`config.mk`:
```
export PLATFORM = sky130hd
export DESIGN_NAME = lfsr_frame_collector
export DESIGN_NICKNAME = d
export VERILOG_FILES = /design/src/rtl/lfsr_frame_collector_pkg.sv /design/src/rtl/lfsr_frame_collector_predict.sv /design/src/rtl/lfsr_frame_collector.sv
export SDC_FILE = /design/constraint.sdc
export NUM_CORES = 1
export LEC_CHECK = 0
export CAP_MARGIN = 10
export CORE_UTILIZATION = 50
export CTS_CLUSTER_DIAMETER = 60
export DETAILED_ROUTE_END_ITERATION = 16
export GPL_TIMING_DRIVEN = 0
export PLACE_DENSITY = 0.8
export SKIP_CTS_REPAIR_TIMING = 1
export SYNTH_ARGS = -nofsm -noshare
export SYNTH_HDL_FRONTEND = slang
export SYNTH_SLANG_ARGS = --single-unit
```
`constraint.sdc`:
```
create_clock -name clk_96MHz -period 2.8 [get_ports clk_96MHz]
set_clock_uncertainty 0.05 [all_clocks]
set_input_delay 0.56 -clock clk_96MHz [delete_from_list [all_inputs] [get_ports clk_96MHz]]
set_output_delay 0.56 -clock clk_96MHz [all_outputs]
set_load 0.03 [all_outputs]
```
`src/rtl/lfsr_frame_collector_pkg.sv`:
```
// Shared definitions for the lighthouse LFSR frame collector: window width,
// candidate polynomials, FSM encoding and the LFSR feedback prediction helper.
package lfsr_frame_collector_pkg;

    localparam int LFSR_WIDTH = 17;
    localparam int CNT_WIDTH  = 6;

    localparam logic [LFSR_WIDTH-1:0] POLY_A_DEFAULT = 17'h1d258;
    localparam logic [LFSR_WIDTH-1:0] POLY_B_DEFAULT = 17'h17e04;

    typedef enum logic [2:0] {
        ST_IDLE    = 3'd0,
        ST_COLLECT = 3'd1,
        ST_CHECK   = 3'd2,
        ST_REQ     = 3'd3,
        ST_WAIT    = 3'd4
    } state_e;

    // Next LFSR output bit: parity of the window bits selected by the polynomial taps.
    function automatic logic lfsr_predict(input logic [LFSR_WIDTH-1:0] window,
                                          input logic [LFSR_WIDTH-1:0] poly);
        return ^(window & poly);
    endfunction

endpackage

```
`src/rtl/lfsr_frame_collector_predict.sv`:
```
// Combinational next-bit predictor for one candidate polynomial.
module lfsr_frame_collector_predict
    import lfsr_frame_collector_pkg::*;
(
    input  logic [LFSR_WIDTH-1:0] window,
    input  logic [LFSR_WIDTH-1:0] poly,
    output logic                  pred
);

    assign pred = lfsr_predict(window, poly);

endmodule

```
`src/rtl/lfsr_frame_collector.sv`:
```
// Collects a 17-bit LFSR window from the demodulated sweep bitstream, identifies
// the generating polynomial and hands {data, polynomial} to the offset search stage.
module lfsr_frame_collector
    import lfsr_frame_collector_pkg::*;
#(
    parameter logic [LFSR_WIDTH-1:0] POLY_A      = POLY_A_DEFAULT,
    parameter logic [LFSR_WIDTH-1:0] POLY_B      = POLY_B_DEFAULT,
    parameter int                    CHECK_BITS  = 16,
    parameter int                    ACK_TIMEOUT = 1024
) (
    input  logic                  clk_96MHz,
    input  logic                  reset_n,
    input  logic                  envelope,
    input  logic                  bit_valid,
    input  logic                  bit_value,
    input  logic                  finder_ready,
    output logic                  finder_enable,
    output logic [LFSR_WIDTH-1:0] data,
    output logic [LFSR_WIDTH-1:0] polynomial,
    output logic                  poly_id,
    output logic                  frame_error
);

    localparam int                   TO_WIDTH     = $clog2(ACK_TIMEOUT + 1);
    localparam logic [CNT_WIDTH-1:0] CNT_MAX      = {CNT_WIDTH{1'b1}};
    localparam logic [CNT_WIDTH-1:0] COLLECT_LAST = CNT_WIDTH'(LFSR_WIDTH - 1);
    localparam logic [CNT_WIDTH-1:0] CHECK_LAST   = CNT_WIDTH'(CHECK_BITS);
    localparam logic [TO_WIDTH-1:0]  TO_LAST      = TO_WIDTH'(ACK_TIMEOUT - 1);

    state_e                state_r, state_nxt_s;
    logic [LFSR_WIDTH-1:0] window_r, window_nxt_s;
    logic [CNT_WIDTH-1:0]  bit_cnt_r;
    logic [TO_WIDTH-1:0]   to_cnt_r;
    logic                  match_a_r, match_b_r, envelope_d_r;
    logic                  pred_a_s, pred_b_s, bit_acc_s;
    logic                  start_s, err_s, latch_data_s, latch_poly_s;
    logic                  finder_enable_r, poly_id_r, frame_error_r;
    logic [LFSR_WIDTH-1:0] data_r, polynomial_r;

    lfsr_frame_collector_predict u_pred_a (.window(window_r), .poly(POLY_A), .pred(pred_a_s));
    lfsr_frame_collector_predict u_pred_b (.window(window_r), .poly(POLY_B), .pred(pred_b_s));

    assign bit_acc_s    = bit_valid && envelope && ((state_r == ST_COLLECT) || (state_r == ST_CHECK));
    assign window_nxt_s = {window_r[LFSR_WIDTH-2:0], bit_value};

    // State register.
    always_ff @(posedge clk_96MHz or negedge reset_n) begin
        if (!reset_n) begin
            state_r <= ST_IDLE;
        end else begin
            state_r <= state_nxt_s;
        end
    end

    // Next-state decode; an envelope drop takes priority over any bit in the same cycle.
    always_comb begin
        state_nxt_s  = state_r;
        start_s      = 1'b0;
        err_s        = 1'b0;
        latch_data_s = 1'b0;
        latch_poly_s = 1'b0;
        case (state_r)
            ST_IDLE: begin
                if (envelope && !envelope_d_r) begin
                    state_nxt_s = ST_COLLECT;
                    start_s     = 1'b1;
                end else begin
                    state_nxt_s = ST_IDLE;
                end
            end
            ST_COLLECT: begin
                if (!envelope) begin
                    state_nxt_s = ST_IDLE;
                    err_s       = 1'b1;
                end else if (bit_acc_s && (bit_cnt_r == COLLECT_LAST)) begin
                    latch_data_s = 1'b1;
                    if (window_nxt_s == {LFSR_WIDTH{1'b0}}) begin
                        state_nxt_s = ST_IDLE;
                        err_s       = 1'b1;
                    end else begin
                        state_nxt_s = ST_CHECK;
                    end
                end else begin
                    state_nxt_s = ST_COLLECT;
                end
            end
            ST_CHECK: begin
                if (!envelope || (!match_a_r && !match_b_r)) begin
                    state_nxt_s = ST_IDLE;
                    err_s       = 1'b1;
                end else if (bit_cnt_r == CHECK_LAST) begin
                    if (match_a_r ^ match_b_r) begin
                        state_nxt_s  = ST_REQ;
                        latch_poly_s = 1'b1;
                    end else begin
                        state_nxt_s = ST_IDLE;
                        err_s       = 1'b1;
                    end
                end else begin
                    state_nxt_s = ST_CHECK;
                end
            end
            ST_REQ: begin
                if (!finder_ready) begin
                    state_nxt_s = ST_WAIT;
                end else if (to_cnt_r == TO_LAST) begin
                    state_nxt_s = ST_IDLE;
                    err_s       = 1'b1;
                end else begin
                    state_nxt_s = ST_REQ;
                end
            end
            ST_WAIT: begin
                if (finder_ready) begin
                    state_nxt_s = ST_IDLE;
                end else if (to_cnt_r == TO_LAST) begin
                    state_nxt_s = ST_IDLE;
                    err_s       = 1'b1;
                end else begin
                    state_nxt_s = ST_WAIT;
                end
            end
            default: begin
                state_nxt_s = ST_IDLE;
            end
        endcase
    end

    // Window, counters and match flags; counters restart on every state change.
    always_ff @(posedge clk_96MHz or negedge reset_n) begin
        if (!reset_n) begin
            envelope_d_r <= 1'b0;
            window_r     <= {LFSR_WIDTH{1'b0}};
            bit_cnt_r    <= {CNT_WIDTH{1'b0}};
            to_cnt_r     <= {TO_WIDTH{1'b0}};
            match_a_r    <= 1'b0;
            match_b_r    <= 1'b0;
        end else begin
            envelope_d_r <= envelope;
            if (start_s) begin
                window_r <= {LFSR_WIDTH{1'b0}};
            end else if (bit_acc_s) begin
                window_r <= window_nxt_s;
            end else begin
                window_r <= window_r;
            end
            if (state_nxt_s != state_r) begin
                bit_cnt_r <= {CNT_WIDTH{1'b0}};
                to_cnt_r  <= {TO_WIDTH{1'b0}};
            end else begin
                if (bit_acc_s && (bit_cnt_r != CNT_MAX)) begin
                    bit_cnt_r <= bit_cnt_r + 6'd1;
                end else begin
                    bit_cnt_r <= bit_cnt_r;
                end
                if ((state_r == ST_REQ) || (state_r == ST_WAIT)) begin
                    to_cnt_r <= to_cnt_r + TO_WIDTH'(1);
                end else begin
                    to_cnt_r <= to_cnt_r;
                end
            end
            if (start_s) begin
                match_a_r <= 1'b1;
                match_b_r <= 1'b1;
            end else if ((state_r == ST_CHECK) && bit_acc_s && (bit_cnt_r < CHECK_LAST)) begin
                match_a_r <= match_a_r && (bit_value == pred_a_s);
                match_b_r <= match_b_r && (bit_value == pred_b_s);
            end else begin
                match_a_r <= match_a_r;
                match_b_r <= match_b_r;
            end
        end
    end

    // Registered outputs toward the offset search stage.
    always_ff @(posedge clk_96MHz or negedge reset_n) begin
        if (!reset_n) begin
            finder_enable_r <= 1'b0;
            frame_error_r   <= 1'b0;
            data_r          <= {LFSR_WIDTH{1'b0}};
            polynomial_r    <= {LFSR_WIDTH{1'b0}};
            poly_id_r       <= 1'b0;
        end else begin
            finder_enable_r <= (state_nxt_s == ST_REQ) || (state_nxt_s == ST_WAIT);
            frame_error_r   <= err_s;
            if (latch_data_s) begin
                data_r <= window_nxt_s;
            end else begin
                data_r <= data_r;
            end
            if (latch_poly_s) begin
                polynomial_r <= match_b_r ? POLY_B : POLY_A;
                poly_id_r    <= match_b_r;
            end else begin
                polynomial_r <= polynomial_r;
                poly_id_r    <= poly_id_r;
            end
        end
    end

    assign finder_enable = finder_enable_r;
    assign frame_error   = frame_error_r;
    assign data          = data_r;
    assign polynomial    = polynomial_r;
    assign poly_id       = poly_id_r;

endmodule

```
==> reports/qor.csv <==
metric,value,unit
Worst Tran Pin Value,0.989,ns
"commonest non-fill, non-tap cell in the layout",dfrtp_1,
worst setup slack after placement,-0.112,ns
Final ANT Viol Nets,0,
Synth Area in Adders,0.0157,
"Avg Cell Area, Syn",10.8,µm²
Via Count,2346,
first-pass GRT wire length,10.4,mm
post-synthesis mux area share,0.0694,
CP max stage delay,0.60,ns
Worst Reg-to-Reg Cells,7,
FP Rows,28,
"Reg clk slew, reported paths",0.07,ns
final core utilization,0.645,
power density over the cells,477,nW/µm²
drt total wl,6.21,mm
"EDFF count, synth",0,
Post-DP HPWL,4.45,mm
vias in the first global route,2149,
largest family of logic cells by synthesized area,simple AND/OR/NAND/NOR gates,
"Top FF cell, synth",dfrtp_1,
peak supply drop,0.000300,V
clk buf depth,2,
area delta synth->final,21.7,%
CP startpoint kind,input pin,
Clock Root Buffer,clkbuf_8,
CP max stage cell,clkdlybuf4s50_1,
"commonest cells after routing, fill and taps aside","62 x dfrtp_1, 36 x clkdlybuf4s50_1, 33 x nand2_1",
complex-gate fraction of the synthesized area,0.123,
largest net degree at the start of global routing,40,
Pins Over Slew Limit,0,
status,completed,
Post-Synth XOR/XNOR Area,0.0714,
sequential cell area,1550,µm²
final setup violation count,0,
total CTS buffers,9,
Core ar.,6030,µm²
Hold WC Path Type,in -> async,
simple-gate portion of the synthesized area,0.171,
ranking of synthesized cells by area,"dfrtp_1 49%, mux2_2 6.0%, xnor2_1 4.4%",
CP Cell Sequence,clkdlybuf4s50_1 -> nand2b_1 -> nor4_4 -> a211oi_1 -> o32ai_4 -> buf_4 -> nor2_1,
Post-route DRC,0,
fin crit share,0.912,
initial core utilization,0.529,
sequential element share of the synthesized area,0.486,
CTS sink cnt,62,
Top Ports,43,
port buffer count,37,
WL met2,2.91,mm
minimum clock period,2.55,ns
starting DRC count in detailed routing,161,
RSZ-0062 raised after global routing,no,
Slew headroom,0.332,
CP endpoint kind,flop,
mapped cell area,3190,µm²
Synth top area share,0.486,
ANT cells,0,
Fin. Hold Viols,0,
initial antenna violation count,0,
#FFs+latches synth,62,
All-Layer GR Usage,0.208,
share of cells above drive strength 1,0.198,
multi-input combinational cell area,1460,µm²
"area leader, netlist",dfrtp_1,
CTS tree,done,
per-cell routed wire length,14.5,µm
# fillers,478,
die area,6700,µm²
WL met3,364,µm
Setup WS post-layout,0.246,ns
WL met1,2.87,mm
Worst Path Arrival,2.72,ns
chip width,81.9,µm
crit path kind,in -> reg,
DR pass1 iterations,5,
FMAX,392,MHz
max-cap viol count,0,
Final Net Count,359,
Die Height,81.9,µm
Async SR Flop Fraction,1.00,
Static Leak,1.81,nW
Clock Latency Late Sink,0.34,ns
Top Layer Used,met4,
WP data required,2.96,ns
crit path max fanout,10,
via-per-instance ratio,5.48,
synthesized netlist cell count,296,
placed cell count,413,
# H-tree levels,3,
Syn. warnings,0,
grt total ovfl,0,
Setup TNS,0,ns
Yosys cell types,50,
gpl congestion,0.843,
fin cells,428,
-- flip-flops by register name (all words and copies together), names as in the netlist, 3 cells and up --
signal      cells
data           17
state_r         3
to_cnt_r       11
bit_cnt_r       6
window_r       17
polynomial      3
-- power by group --
part	switching (mW)	internal [mW]	leakage [nW]
logic	0.0921	0.0516	0.853
clock network	0.336	0.455	0.102
registers	0.0121	0.906	0.851
-- cells in the mapped netlist (all sizes together) (4+ instances only) --
cell	count
buf	24
a2111oi	4
nand2b	4
mux2	17
nand2	34
nor4	6
nor2	25
dfrtp	62
a211oi	4
ha	4
a22o	12
nand3	11
o21ai	4
xor2	10
nor3b	7
xnor2	16
a21oi	10
nor3	4
inv	7
-- worst paths after layout --
path                                  start             end  slack, ns
worst max-delay path               envelope    bit_cnt_r[4]       0.25
worst min-delay path                reset_n         data[7]       0.15
worst max register to register  to_cnt_r[0]     to_cnt_r[0]       0.43
worst min register to register    match_b_r  polynomial[15]       0.45
max in group asynchronous           reset_n     to_cnt_r[8]       1.95
min in group clk_96MHz            match_b_r  polynomial[15]       0.45
-- stage by stage --
step	hold WS, ns	power [mW]	cell area, µm²
final	0.149	1.85	3880
after floorplan	0.214	1.02	3210
after global routing	0.190	1.93	3880
after CTS	0.162	1.87	3880
after detailed placement	0.438	1.08	3680
after global placement	0.424	1.07	3670
-- critical path, delay by kind of cell --
kind	cells	cell delay, ns
compound gates	2	0.58
buf+inv	2	0.86
simple gates	3	0.70
-- logic make-up (layout without fill, tap and decap cells) --
group	count (synthesis)	in the layout
AND/OR/NAND/NOR	101	101
flip-flops	62	62
XOR/XNOR	26	26
buffers and inverters	34	87
other	1	5
AO/OA/AOI/OAI	48	48
adder cells (fa/ha/maj)	4	4
multiplexers	20	20
-- final cells by class --
type	instances	area share
Tap cell	75	0.0242
Inverter	7	0.00677
Clock inverter	3	0.0113
Sequential cell	62	0.399
Clock buffer	12	0.0399
Timing Repair Buffer	38	0.0992
Multi-Input combinational cell	204	0.375
Buffer	27	0.0445
-- routing by layer --
metal	up-vias	global-route usage
li1	1125	-
met5	-	0
met2	64	0.301
met1	1152	0.294
met4	0	0.0947
met3	5	0.0489
(Power assumes the default switching activity.)
